[src/rtl/conv_fetch_seq.sv]
// conv_fetch_seq: streams cfg_len activations out of a 1-cycle-latency SRAM.
// Each element costs one READ cycle (SRAM access, `read` strobe) followed by
// one or more LOAD cycles (valid/ready handshake, `load` strobe), so `read`
// and `load` alternate and can never coincide.
module conv_fetch_seq #(
  parameter int ADDR_W = 12,
  parameter int DATA_W = 8,
  parameter int CNT_W  = 8
) (
  input  logic              clk,
  input  logic              rst_n,
  input  logic              start,
  input  logic              flush,
  input  logic [ADDR_W-1:0] cfg_base_addr,
  input  logic [CNT_W-1:0]  cfg_len,
  output logic              mem_rd_en,
  output logic [ADDR_W-1:0] mem_addr,
  input  logic [DATA_W-1:0] mem_rdata,
  output logic              read,
  output logic              load,
  output logic              out_valid,
  input  logic              out_ready,
  output logic [DATA_W-1:0] out_data,
  output logic [CNT_W-1:0]  elem_cnt,
  output logic              busy,
  output logic              done
);

  typedef enum logic [1:0] {
    S_IDLE = 2'd0,
    S_READ = 2'd1,
    S_LOAD = 2'd2,
    S_DONE = 2'd3
  } state_e;

  localparam logic [CNT_W-1:0] CNT_ONE = CNT_W'(1);

  state_e            state_q, state_d;
  logic [ADDR_W-1:0] base_q, base_d;
  logic [CNT_W-1:0]  len_q, len_d;
  logic [CNT_W-1:0]  idx_q, idx_d;
  logic [CNT_W-1:0]  elem_cnt_q, elem_cnt_d;
  logic [DATA_W-1:0] hold_q, hold_d;
  // Set for exactly the first LOAD cycle of an element, when mem_rdata is live.
  logic              first_q, first_d;
  logic              hs_s;

  // Next-state, datapath updates and all strobes/outputs decoded from state.
  always_comb begin
    state_d    = state_q;
    base_d     = base_q;
    len_d      = len_q;
    idx_d      = idx_q;
    elem_cnt_d = elem_cnt_q;
    hold_d     = hold_q;
    first_d    = 1'b0;
    hs_s       = 1'b0;
    mem_rd_en  = 1'b0;
    mem_addr   = {ADDR_W{1'b0}};
    read       = 1'b0;
    load       = 1'b0;
    out_valid  = 1'b0;
    out_data   = {DATA_W{1'b0}};
    done       = 1'b0;
    busy       = (state_q != S_IDLE);
    elem_cnt   = elem_cnt_q;

    case (state_q)
      S_IDLE: begin
        if (start) begin
          base_d     = cfg_base_addr;
          len_d      = cfg_len;
          idx_d      = {CNT_W{1'b0}};
          elem_cnt_d = {CNT_W{1'b0}};
          state_d    = (cfg_len != {CNT_W{1'b0}}) ? S_READ : S_DONE;
        end else begin
          state_d = S_IDLE;
        end
      end
      S_READ: begin
        mem_rd_en = 1'b1;
        read      = 1'b1;
        // Address arithmetic wraps modulo 2^ADDR_W by truncation.
        mem_addr  = base_q + ADDR_W'(idx_q);
        first_d   = 1'b1;
        state_d   = S_LOAD;
      end
      S_LOAD: begin
        out_valid = 1'b1;
        if (first_q) begin
          out_data = mem_rdata;
          hold_d   = mem_rdata;
        end else begin
          out_data = hold_q;
        end
        // A flush in the same cycle cancels the handshake entirely.
        hs_s = out_ready & ~flush;
        load = hs_s;
        if (hs_s) begin
          elem_cnt_d = elem_cnt_q + CNT_ONE;
          idx_d      = idx_q + CNT_ONE;
          state_d    = ((elem_cnt_q + CNT_ONE) == len_q) ? S_DONE : S_READ;
        end else begin
          state_d = S_LOAD;
        end
      end
      S_DONE: begin
        done    = 1'b1;
        state_d = S_IDLE;
      end
      default: begin
        state_d = S_IDLE;
      end
    endcase

    // Abort wins over start and handshake: drop to IDLE, keep count and config.
    if (flush) begin
      state_d    = S_IDLE;
      base_d     = base_q;
      len_d      = len_q;
      idx_d      = idx_q;
      elem_cnt_d = elem_cnt_q;
      first_d    = 1'b0;
    end else begin
      first_d = first_d;
    end
  end

  // State and datapath registers, cleared asynchronously.
  always_ff @(posedge clk or negedge rst_n) begin
    if (!rst_n) begin
      state_q    <= S_IDLE;
      base_q     <= {ADDR_W{1'b0}};
      len_q      <= {CNT_W{1'b0}};
      idx_q      <= {CNT_W{1'b0}};
      elem_cnt_q <= {CNT_W{1'b0}};
      hold_q     <= {DATA_W{1'b0}};
      first_q    <= 1'b0;
    end else begin
      state_q    <= state_d;
      base_q     <= base_d;
      len_q      <= len_d;
      idx_q      <= idx_d;
      elem_cnt_q <= elem_cnt_d;
      hold_q     <= hold_d;
      first_q    <= first_d;
    end
  end

endmodule

[config.mk]
export PLATFORM = sky130hd
export DESIGN_NAME = conv_fetch_seq
export DESIGN_NICKNAME = d
export VERILOG_FILES = /design/src/rtl/conv_fetch_seq.sv
export SDC_FILE = /design/constraint.sdc
export NUM_CORES = 1
export LEC_CHECK = 0
export BUFFER_PORTS_ARGS = -buffer_cell sky130_fd_sc_hd__buf_2
export CORE_MARGIN = 10
export CORE_UTILIZATION = 25
export CTS_CLUSTER_SIZE = 10
export DETAILED_ROUTE_END_ITERATION = 12
export GPL_TIMING_DRIVEN = 0
export SLEW_MARGIN = 30
export SYNTH_ARGS = -nofsm -noshare
export SYNTH_HDL_FRONTEND = slang
export SYNTH_SLANG_ARGS = --single-unit
export TNS_END_PERCENT = 100
[constraint.sdc]
create_clock -name clk -period 2.89 [get_ports clk]
set_input_delay 0.289 -clock clk [delete_from_list [all_inputs] [get_ports clk]]
set_output_delay 0.289 -clock clk [all_outputs]
set_load 0.03 [all_outputs]
==> flow_metrics.tcl <==
set metrics [dict create \
    io_pins 67 \
    path_class "reg -> out" \
    min_period_over_period_pct 92.9 \
    crit_fanout 4 \
    yosysWarningCount 0 \
    critPathMaxStageDelay_ns 0.57 \
    io_buffers 66 \
    synth_top_family_by_area "simple AND/OR/NAND/NOR gates" \
    synth-edff-count 0 \
    slew_violations 0 \
    endpoint_kind "primary output" \
    synthXorXnorAreaFrac_pct 7.01 \
    cap_viol_max_count 0 \
    crit_slowest_cell "or4_1" \
    vias_per_cell 4.58 \
    cts_made_buffers 5 \
    grt_max_degree 48 \
    clk_path_buf_depth 2 \
    cts-root-buf "clkbuf_8" \
    slew-limit-headroom_pct 58.3 \
    p_per_area_nw_per_um2 612 \
    final_util_pct 31.4 \
    overflow 0 \
    rows 38 \
    synthSimpleGateAreaFrac_pct 17.5 \
    grt_setup_unrepaired "false" \
    synthCells 266 \
    synth_area_leaders "dfrtp_1 43%, mux2_2 11%, nor2_1 5.2%" \
    routed_wl_um 7220 \
    status "finished, violations left" \
    drive_gt1_share_pct 36.1 \
    seq_area_frac_synth_pct 42.8 \
    setup_viol 0 \
    hold_viol 9 \
    die_width_um 125 \
    violations "hold timing" \
    drt-pass1-iter-count 4 \
    synth_cell_types 50 \
    synth_nets 310 \
    synth_mux_area_share_pct 14.4 \
    tns_ns 0 \
    leakagePower_nw 1.59 \
    drt-initial-drc-count 87 \
    grt.total_usage_pct 8.99 \
    worstPathArrival_ns 2.40 \
    coreArea_um2 10800 \
    initial_core_util_pct 25.5 \
    fin_crit_ns 2.69 \
    crit_path_cell_trace "ha_1, or4_1, or2_2, nand4_1, xor2_1, nor2_1, buf_2" \
    skew_ns 0.0121 \
    fmax_mhz 372 \
    htree_levels 2 \
    ys_ff_latch 47 \
    hold_slack_ns -0.0147 \
    dieHeight_um 125 \
    critPathTopFamily "simple AND/OR/NAND/NOR gates" \
    wl_per_cell_um 15.0 \
    synth_adder_area_share_pct 5.28 \
    synth_top_area_share_pct 42.8 \
    cts_tree "done" \
    area_growth_pct 23.3 \
    regArea_um2 1180 \
    drtAntennaViolNets 0 \
    clock-sinks 47 \
    critPathBufInv 1 \
    max_slew.worst_pin.slew_ns 0.626 \
    grt_pass1_vias 2296 \
    clkTransAtPathRegs_ns 0.09 \
    clk_latency_ns 0.30 \
    mostFrequentLayoutCell "buf_2" \
    nNetsFinal 385 \
    synth_compound_area_share_pct 9.38 \
    gp_congestion 0.792 \
    yosys_most_used_dff "dfrtp_1" \
    vdd_ir_drop_max_v 0.000282 \
    final_cell_mix "65 x buf_2, 46 x dfrtp_1, 38 x nor2_1, 28 x mux2_2" \
    multi_input_area_um2 1480 \
    vias 2203 \
    synthArstFlopShare_pct 100 \
    dp_hpwl_um 5670 \
    startpoint_type "flip-flop" \
    hold_class "in -> async" \
    syn_area_per_cell_um2 10.3 \
    grt_pass1_wl_um 11600 \
    antenna_cells 0 \
    antenna_found_initial 0 \
    holdBufCountCts 0 \
    fill_cells 1146 \
    worstPathRequired_ns 2.60 \
    yosysTopAreaCell "dfrtp_1" \
    dieArea_um2 15600 \
    synth_area_um2 2750 \
    drc 0 \
]
==> final timing paths <==
path	startpoint	end	slack (ns)	cells past startpoint
max in group asynchronous	rst_n	idx_q[0]	2.45	1
max reg2reg	elem_cnt[0]	state_q[1]	0.81	6
min reg2reg	idx_q[0]	idx_q[0]	0.51	1
min	rst_n	base_q[2]	-0.01	1
max	idx_q[4]	mem_addr[11]	0.20	7
min in group clk	cfg_base_addr[1]	base_q[1]	0.19	3
==> sequential cells by signal, indices dropped and copies added (netlist names) <==
signal / flops
elem_cnt: 8
len_q: 8
idx_q: 8
base_q: 12
first_q: 1
hold_q: 8
state_q: 2
==> logic make-up after synthesis <==
family,count (synthesis)
multiplexers,36
adder cells (fa/ha/maj),11
AO/OA/AOI/OAI,39
buffers and inverters,19
AND/OR/NAND/NOR,92
flip-flops,47
XOR/XNOR,22
==> routing by layer <==
layer	vias up	GRT usage (%)	wire length [µm]
met1	1071	10.5	3280
met5	-	0	0
li1	1081	-	-
met4	0	2.10	51
met2	47	15.7	3510
met3	4	2.85	368
==> per-stage QoR <==
stage	power [mW]	worst slack, ns	hold WS, ns	cell area, µm²	instances
after detailed placement	1.59	0.148	0.356	3260	472
after global placement	1.57	0.219	0.487	3250	472
after floorplan	1.40	0.221	-0.00659	2750	266
after global routing	2.21	0.0156	0.0381	3390	481
after CTS	2.09	0.0356	0.0168	3370	479
final	2.07	0.204	-0.0147	3390	481
==> cells in the mapped netlist (3+ instances only) <==
master and number:
a21oi_1 6, and2_1 3, buf_2 3, clkbuf_1 3
dfrtp_1 47, ha_1 10, inv_1 7, inv_4 3
mux2_2 28, mux2i_1 8, nand2_1 15, nand2b_1 3
nand3_1 10, nand4_1 4, nor2_1 38, nor3_1 3
o21ai_0 14, xnor2_1 7, xor2_1 15
==> cell type report <==
type / instances / share of cell area (%)
Buffer: 9 / 1.66
Clock buffer: 5 / 2.03
Clock inverter: 2 / 1.11
Sequential cell: 47 / 34.7
Timing Repair Buffer: 68 / 10.5
Inverter: 10 / 1.33
Multi-Input combinational cell: 200 / 43.5
Tap cell: 140 / 5.17
==> repair_timing <==
item                                   4_1_cts  5_1_grt
setup endpoints to repair                    3        3
buffers inserted                             0        2
resized for setup                            2        7
endpoints found under the hold margin        0        0
pin swaps                                    0        2
==> power by group <==
group          switching [mW]  internal, mW  leakage (nW)
clock network           0.228         0.253        0.0502
logic                   0.368         0.317         0.954
registers               0.112         0.797         0.588
total                   0.708          1.37          1.59
Power figures use the tool's default switching activity.
